**config.mk**
```make
export PLATFORM = sky130hd
export DESIGN_NAME = sdram_init_seq
export DESIGN_NICKNAME = d
export VERILOG_FILES = /design/src/rtl/sdram_pkg.sv /design/src/rtl/sdram_cycle_cnt.sv /design/src/rtl/sdram_init_seq.sv
export SDC_FILE = /design/constraint.sdc
export NUM_CORES = 1
export LEC_CHECK = 0
export ABC_CLOCK_PERIOD_IN_PS = 2690
export CORE_MARGIN = 4
export CORE_UTILIZATION = 49
export DETAILED_ROUTE_END_ITERATION = 16
export PLACE_DENSITY = 0.82
export RECOVER_POWER = 100
export SETUP_SLACK_MARGIN = 0.3
export SYNTH_ARGS = -nofsm -noshare
export SYNTH_HDL_FRONTEND = slang
export SYNTH_SLANG_ARGS = --single-unit
```
**constraint.sdc**
```tcl
create_clock -name sclk -period 2.69 [get_ports sclk]
set_clock_uncertainty 0.1 [all_clocks]
set_input_delay 0.269 -clock sclk [delete_from_list [all_inputs] [get_ports sclk]]
set_output_delay 0.269 -clock sclk [all_outputs]
set_load 0.005 [all_outputs]
```
**src/rtl/sdram_pkg.sv**
```systemverilog
// ============================================================================
// Module : sdram_pkg
// Brief  : Shared SDR SDRAM command encodings, bus widths, and the init FSM state type.
// Rev    : 1.0  initial release
// ============================================================================
`default_nettype none

package sdram_pkg;

  localparam int unsigned ADDR_W = 12;
  localparam int unsigned BA_W   = 2;
  localparam int unsigned DQ_W   = 16;

  // {cs_n, ras_n, cas_n, we_n}
  localparam logic [3:0] CMD_NOP  = 4'b0111;
  localparam logic [3:0] CMD_ACT  = 4'b0011;
  localparam logic [3:0] CMD_RD   = 4'b0101;
  localparam logic [3:0] CMD_WR   = 4'b0100;
  localparam logic [3:0] CMD_PRE  = 4'b0010;
  localparam logic [3:0] CMD_AREF = 4'b0001;
  localparam logic [3:0] CMD_MRS  = 4'b0000;

  // Burst write, CAS latency 3, sequential, full page
  localparam logic [ADDR_W-1:0] MODE_REG_DEFAULT = 12'b00_0_00_011_0_111;

  // A10 high selects all banks for PRECHARGE
  localparam logic [ADDR_W-1:0] ADDR_PRE_ALL = 12'h400;

  typedef enum logic [2:0] {
    ST_WAIT = 3'd0,
    ST_PRE  = 3'd1,
    ST_TRP  = 3'd2,
    ST_AREF = 3'd3,
    ST_TRFC = 3'd4,
    ST_MRS  = 3'd5,
    ST_TMRD = 3'd6,
    ST_DONE = 3'd7
  } init_state_e;

  function automatic int unsigned cnt_width(input int unsigned a, input int unsigned b,
                                            input int unsigned c, input int unsigned d);
    int unsigned m;
    m = a;
    if (b > m) m = b;
    if (c > m) m = c;
    if (d > m) m = d;
    return (m < 1) ? 1 : $clog2(m + 1);
  endfunction

endpackage

`default_nettype wire

```
**src/rtl/sdram_cycle_cnt.sv**
```systemverilog
// ============================================================================
// Module : sdram_cycle_cnt
// Brief  : Loadable saturating down-counter with a zero flag, used for init delays.
// Rev    : 1.0  initial release
// ============================================================================
`default_nettype none

module sdram_cycle_cnt #(
  parameter int unsigned WIDTH = 8
) (
  input  logic             clk_i,
  input  logic             rst_i,
  input  logic             load_i,
  input  logic [WIDTH-1:0] load_val_i,
  output logic             zero_o
);

  logic [WIDTH-1:0] cnt_q;
  logic [WIDTH-1:0] cnt_d;

  // Stops at zero so an idle counter never wraps
  always_comb begin
    cnt_d = cnt_q;
    if (load_i) begin
      cnt_d = load_val_i;
    end else if (cnt_q != '0) begin
      cnt_d = cnt_q - 1'b1;
    end
  end

  always_ff @(posedge clk_i) begin
    if (rst_i) begin
      cnt_q <= '0;
    end else begin
      cnt_q <= cnt_d;
    end
  end

  assign zero_o = (cnt_q == '0);

endmodule

`default_nettype wire

```
**src/rtl/sdram_init_seq.sv**
```systemverilog
// ============================================================================
// Module : sdram_init_seq
// Brief  : SDR SDRAM power-up sequencer: wait, PRECHARGE-ALL, N x AUTO-REFRESH, LOAD-MODE.
// Rev    : 1.0  initial release
// ============================================================================
`default_nettype none

module sdram_init_seq
  import sdram_pkg::*;
#(
  parameter int unsigned       T_WAIT   = 20000,
  parameter int unsigned       T_RP     = 2,
  parameter int unsigned       T_RFC    = 7,
  parameter int unsigned       T_MRD    = 3,
  parameter int unsigned       AREF_NUM = 8,
  parameter logic [ADDR_W-1:0] MODE_REG = MODE_REG_DEFAULT
) (
  input  logic              sclk,
  input  logic              srst,
  output logic              dram_clk,
  output logic              dram_cke,
  output logic              dram_cs_n,
  output logic              dram_ras_n,
  output logic              dram_cas_n,
  output logic              dram_we_n,
  output logic [BA_W-1:0]   dram_ba,
  output logic [ADDR_W-1:0] dram_addr,
  output logic              dram_ldqm,
  output logic              dram_udqm,
  inout  wire  [DQ_W-1:0]   dram_dq,
  output logic              init_done
);

  localparam int unsigned c_CNT_W = cnt_width(T_WAIT, T_RP, T_RFC, T_MRD);
  localparam int unsigned c_REF_W = $clog2(AREF_NUM + 1);

  // Reload values: a timed state lasting N cycles is entered with N-1 loaded,
  // so the post-command gaps below load (T_x - 1) - 1.
  localparam logic [c_CNT_W-1:0] c_LD_WAIT = c_CNT_W'(T_WAIT - 1);
  localparam logic [c_CNT_W-1:0] c_LD_RP   = c_CNT_W'((T_RP  > 1) ? T_RP  - 2 : 0);
  localparam logic [c_CNT_W-1:0] c_LD_RFC  = c_CNT_W'((T_RFC > 1) ? T_RFC - 2 : 0);
  localparam logic [c_CNT_W-1:0] c_LD_MRD  = c_CNT_W'((T_MRD > 1) ? T_MRD - 2 : 0);
  localparam logic [c_REF_W-1:0] c_REF_MAX = c_REF_W'(AREF_NUM);
  localparam logic [c_REF_W-1:0] c_REF_PEN = c_REF_W'(AREF_NUM - 1);

  init_state_e         state_q;
  init_state_e         state_d;
  logic                armed_q;
  logic                armed_d;
  logic [c_REF_W-1:0]  ref_q;
  logic [c_REF_W-1:0]  ref_d;
  logic [3:0]          cmd_q;
  logic [3:0]          cmd_d;
  logic [ADDR_W-1:0]   addr_q;
  logic [ADDR_W-1:0]   addr_d;
  logic                done_q;
  logic                done_d;

  logic                w_cnt_load;
  logic [c_CNT_W-1:0]  w_cnt_val;
  logic                w_cnt_zero;

  sdram_cycle_cnt #(
    .WIDTH (c_CNT_W)
  ) u_cycle_cnt (
    .clk_i      (sclk),
    .rst_i      (srst),
    .load_i     (w_cnt_load),
    .load_val_i (w_cnt_val),
    .zero_o     (w_cnt_zero)
  );

  always_comb begin
    state_d    = state_q;
    armed_d    = armed_q;
    ref_d      = ref_q;
    w_cnt_load = 1'b0;
    w_cnt_val  = '0;

    case (state_q)
      // The counter comes out of reset at zero, so the first WAIT cycle arms it
      ST_WAIT: begin
        if (!armed_q) begin
          armed_d    = 1'b1;
          w_cnt_load = 1'b1;
          w_cnt_val  = c_LD_WAIT;
        end else if (w_cnt_zero) begin
          state_d = ST_PRE;
        end
      end

      ST_PRE: begin
        if (T_RP > 1) begin
          state_d    = ST_TRP;
          w_cnt_load = 1'b1;
          w_cnt_val  = c_LD_RP;
        end else begin
          state_d = ST_AREF;
        end
      end

      ST_TRP: begin
        if (w_cnt_zero) state_d = ST_AREF;
      end

      ST_AREF: begin
        ref_d = ref_q + 1'b1;
        if (T_RFC > 1) begin
          state_d    = ST_TRFC;
          w_cnt_load = 1'b1;
          w_cnt_val  = c_LD_RFC;
        end else if (ref_q == c_REF_PEN) begin
          state_d = ST_MRS;
        end else begin
          state_d = ST_AREF;
        end
      end

      ST_TRFC: begin
        if (w_cnt_zero) begin
          state_d = (ref_q == c_REF_MAX) ? ST_MRS : ST_AREF;
        end
      end

      ST_MRS: begin
        if (T_MRD > 1) begin
          state_d    = ST_TMRD;
          w_cnt_load = 1'b1;
          w_cnt_val  = c_LD_MRD;
        end else begin
          state_d = ST_DONE;
        end
      end

      ST_TMRD: begin
        if (w_cnt_zero) state_d = ST_DONE;
      end

      ST_DONE: begin
        state_d = ST_DONE;
      end

      default: begin
        state_d = ST_WAIT;
      end
    endcase
  end

  // Pin values are decoded from the next state and then registered
  always_comb begin
    cmd_d  = CMD_NOP;
    addr_d = '0;
    done_d = (state_d == ST_DONE);
    case (state_d)
      ST_PRE: begin
        cmd_d  = CMD_PRE;
        addr_d = ADDR_PRE_ALL;
      end
      ST_AREF: begin
        cmd_d = CMD_AREF;
      end
      ST_MRS: begin
        cmd_d  = CMD_MRS;
        addr_d = MODE_REG;
      end
      default: begin
        cmd_d = CMD_NOP;
      end
    endcase
  end

  always_ff @(posedge sclk) begin
    if (srst) begin
      state_q <= ST_WAIT;
      armed_q <= 1'b0;
      ref_q   <= '0;
      cmd_q   <= CMD_NOP;
      addr_q  <= '0;
      done_q  <= 1'b0;
    end else begin
      state_q <= state_d;
      armed_q <= armed_d;
      ref_q   <= ref_d;
      cmd_q   <= cmd_d;
      addr_q  <= addr_d;
      done_q  <= done_d;
    end
  end

  assign dram_clk   = ~sclk;
  assign dram_cke   = 1'b1;
  assign dram_ldqm  = 1'b1;
  assign dram_udqm  = 1'b1;
  assign dram_ba    = '0;
  assign dram_cs_n  = cmd_q[3];
  assign dram_ras_n = cmd_q[2];
  assign dram_cas_n = cmd_q[1];
  assign dram_we_n  = cmd_q[0];
  assign dram_addr  = addr_q;
  assign init_done  = done_q;
  assign dram_dq    = {DQ_W{1'bz}};

endmodule

`default_nettype wire

```
Word-level counts from Yosys, hierarchy flattened:

Cells that the tools add are included.
W data, S select, Z words.

* input bits: 2
* logic and storage cells: 42
* output and inout port bits: 39
* bits in read-only memories: 0
* bits in registers: 40
* RAM bits: 0
* latch bits: 0
* memories kept: 0

* shift operators: 0
* order comparisons: 0
* add/sub/neg operators: 2
* multiplexer cells: 15
* bitwise gates (word level): 1
* divide/modulo/power cells: 0
* $mul: 0
* equality and inequality tests: 12
* reduce and logical (&&, ||, !) cells: 5

Operators by type and width (number)
* $mux W15: 3
* $pmux W15 S3: 1
* $pmux W3 S8: 1
* $pmux W11 S2: 1
* $eq A3 B3 Y1 const B: 6
* $mux W3: 6
* $logic_not A15 Y1: 1
* $reduce_bool A15 Y1: 1
* $sub A15 B1 Y15 const B: 1
* $eq A3 B2 Y1 const B: 3
* $pmux W3 S3: 1
* $eq A3 B1 Y1 const B: 2
* $add A4 B1 Y4 const B: 1
* $eq A4 B4 Y1 const B: 1
* $logic_not A3 Y1: 1
* $reduce_or A3 Y1: 1
* $pmux W1 S2: 1
* $reduce_bool A2 Y1: 1
* $mux W1: 1
* $not A1 Y1: 1

Longest topological paths before layout:

* word-level depth: 6
* mapped depth: 7
* gate-level depth less buffers: 6

By module:

A second synthesis with hierarchy kept.

* cells, all modules: 201
* area, all modules: 1745.4 um^2

By module, submodules not included
* sdram_cycle_cnt: instances 1, area an instance 898.4 um^2, seq. area each 300.3 um^2, cells an instance 102
* sdram_init_seq: instances 1, area an instance 847.1 um^2, seq. area each 280.3 um^2, cells an instance 99

==> impl_metrics.json <==
{
  "vias": 1347,
  "vias_per_cell": 5.22,
  "yosys_warnings": 0,
  "status": "complete, no violations",
  "grt_overflow": 0,
  "synth_area_um2": 1710,
  "cts_tree": "yes",
  "worst-path-max-fanout": 9,
  "ys_seq_area_frac": 0.339,
  "hold_start": "u_cycle_cnt.cnt_q[5]$_SDFFE_PP0P_",
  "hpwl_mm": 2.46,
  "cts_buffer_depth": 2,
  "critPathArrivalTime_ps": 1920,
  "yosysTopAreaCell": "dfxtp_1",
  "hold-path-cell-count": 2,
  "io_buffer_count": 12,
  "grt_pass1_vias": 1242,
  "final_net_count": 216,
  "die_area_um2": 4510,
  "syn2layout_area_growth_pct": 3.28,
  "grt_pass1_wl_mm": 5.46,
  "synth_cell_types": 45,
  "wl_mm": 3.29,
  "drt_iter0_markers": 49,
  "slew_viol_final": 0,
  "gr-usage-all-layers": 0.162,
  "synth_simple_gate_area_frac": 0.253,
  "cts-root-buf": "clkbuf_4",
  "holdCritPathClass": "reg -> reg",
  "max_slew.worst_pin.slew_ps": 568,
  "routabilityCongestion": 0.802,
  "hold_slack_ps": 400,
  "synth_compound_area_frac": 0.123,
  "async_flop_share": 0,
  "final_common_cell": "dfxtp_1",
  "syn_area_per_cell_um2": 8.44,
  "post_cts.repair.setup_buffers": 0,
  "hold_violations": 0,
  "relSlewSlack": 0.618,
  "p_switching_uw": 304,
  "finalSetupViolations": 0,
  "synth_top_area_share": 0.339,
  "ys_ff_latch": 29,
  "die_h_um": 67.1,
  "muxShareOfSynthArea": 0.0292,
  "htreeDepth": 2,
  "io_pins": 41,
  "powerDensity_nw_per_um2": 553,
  "critPathKind": "clk -> out",
  "n_antenna_cell": 0,
  "postSynthCellCount": 203,
  "drive_gt1_frac": 0.0708,
  "final_cell_mix": "dfxtp_1 (29), conb_1 (28), nand2_1 (16), nor2_1 (16), nor3_1 (15)",
  "synth_edf_count": 0,
  "synth_xor_area_frac": 0.0511,
  "clock_latency_ps": 340,
  "rsz0062_at_grt": "false",
  "placed_area_um2": 1730,
  "ys.flop_type": "dfxtp_1",
  "core_area_um2": 3360,
  "synth_top_family_by_area": "simple AND/OR/NAND/NOR gates",
  "pwr-share-seq": 0.488,
  "switching_share": 0.310,
  "p_clk_frac": 0.330,
  "cts_made_buffers": 5,
  "final_cell_area_um2": 1770,
  "cellLeakagePower_nw": 0.710,
  "ff2ff_setup_slack_ps": 450,
  "antenna_found_initial": 0,
  "ff2ff_path_depth": 4,
  "p_int_uw": 675,
  "fp.dieW_um": 67.1,
  "maxCapViolCount": 0,
  "required_ps": 2320,
  "finalSetupTns_ps": 0,
  "clk_pin_slew_ps": 90,
  "rows": 21,
  "dr.pass1.iters": 4,
  "ir_drop_uv": 403,
  "fill_cells": 343,
  "start_util": 0.510,
  "holdPathEnd": "u_cycle_cnt.cnt_q[5]$_SDFFE_PP0P_",
  "timing.rr.end": "u_cycle_cnt.cnt_q[4]$_SDFFE_PP0P_",
  "worstReg2RegStart": "u_cycle_cnt.cnt_q[2]$_SDFFE_PP0P_",
  "netlist_top_cells_area": "dfxtp_1 (34%), buf_4 (14%), nor3_1 (4.1%)",
  "wire_per_inst_um": 12.8,
  "p_comb_frac": 0.182,
  "synth_fa_ha_area_frac": 0.0219,
  "cp-end-kind": "output pin",
  "ant_nets": 0,
  "grt_max_degree": 15,
  "drc_errors": 0,
  "cp-start-kind": "clock port"
}
==> critical path, cell delays in order <==
cell	delay, ps
clkbuf_4	150
clkbuf_8	160
inv_1	50
dlygate4sd2_1	230
==> cell type report <==
cell class,instances,area (µm²),area share
flip-flops and latches,29,581,0.328
clock inverters,3,12.5,0.00707
repair buffers,13,121,0.0686
multi-input cells,153,906,0.512
clock buffers,7,66.3,0.0375
well taps,46,57.6,0.0325
inverters,7,26.3,0.0148
==> repair_timing <==
item,CTS,global route
endpoints found under the hold margin,0,0
gates resized for setup,2,0
setup endpoints to repair,1,0
hold buffers,0,0
==> cell families after synthesis <==
family | count (synthesis)
buffers and inverters | 47
adder cells (fa/ha/maj) | 3
AO/OA/AOI/OAI | 30
flip-flops | 29
other | 2
AND/OR/NAND/NOR | 77
multiplexers | 5
XOR/XNOR | 10
==> synth_stat cells, types with 2 or more instances <==
cell	instances
a211oi_1	3
nor3b_1	2
xor2_1	6
a21oi_1	7
nor3_2	2
xnor2_1	4
a221o_1	2
or4_4	2
inv_1	8
o21ai_0	5
or2_2	4
nand4b_1	3
clkbuf_1	5
o211ai_1	2
nand3b_1	2
nand4_1	2
nor3_1	14
nand2_1	16
ha_1	3
nand2b_1	5
mux2i_1	5
nor4_1	4
nor2_1	15
buf_4	32
conb_1	2
dfxtp_1	29
==> worst max path at each step <==
stage	start	to	depth (start not counted)	slack (ps)
2_1_floorplan	u_cycle_cnt.cnt_q[2]$_SDFFE_PP0P_	u_cycle_cnt.cnt_q[5]$_SDFFE_PP0P_	5	810
3_3_place_gp	sclk	dram_clk	2	470
3_5_place_dp	sclk	dram_clk	2	470
4_1_cts	sclk	dram_clk	4	370
5_1_grt	u_cycle_cnt.cnt_q[2]$_SDFFE_PP0P_	u_cycle_cnt.cnt_q[3]$_SDFFE_PP0P_	4	320
6_report	sclk	dram_clk	4	400
==> power groups by stage <==
stage / sequential (mW) / clock, mW / combinational, mW
final: 0.477 / 0.323 / 0.178
after global placement: 0.487 / 0.0365 / 0.180
after CTS: 0.478 / 0.335 / 0.184
after floorplan: 0.481 / 0.00851 / 0.180
after global routing: 0.482 / 0.358 / 0.201
after detailed placement: 0.488 / 0.0365 / 0.183
==> state kept, by name, indices dropped and copies added, names as in the netlist <==
register,count
armed_q,1
u_cycle_cnt.cnt_q,15
init_done,1
cmd_q,3
ref_q,4
dram_addr,2
state_q,3
==> metal layers <==
| layer | vias up | part of all wire | track usage |
|---|---|---|---|
| li1 | 666 | - | - |
| met1 | 631 | 0.41 | 0.192 |
| met2 | 44 | 0.51 | 0.256 |
| met3 | 6 | 0.058 | 0.0599 |
| met4 | 0 | 0.017 | 0.0835 |
| met5 | - | 0 | 0 |
==> stage by stage <==
step | power (mW) | worst slack (ps) | std cells | utilization
floorplan | 0.670 | 813 | 229 | -
global placement | 0.703 | 471 | 250 | 0.514
detailed placement | 0.707 | 471 | 250 | 0.514
CTS | 0.996 | 372 | 258 | 0.533
global route | 1.04 | 322 | 258 | 0.526
finish | 0.979 | 396 | 258 | 0.526
Note: power is estimated with default switching activity, not from simulation.
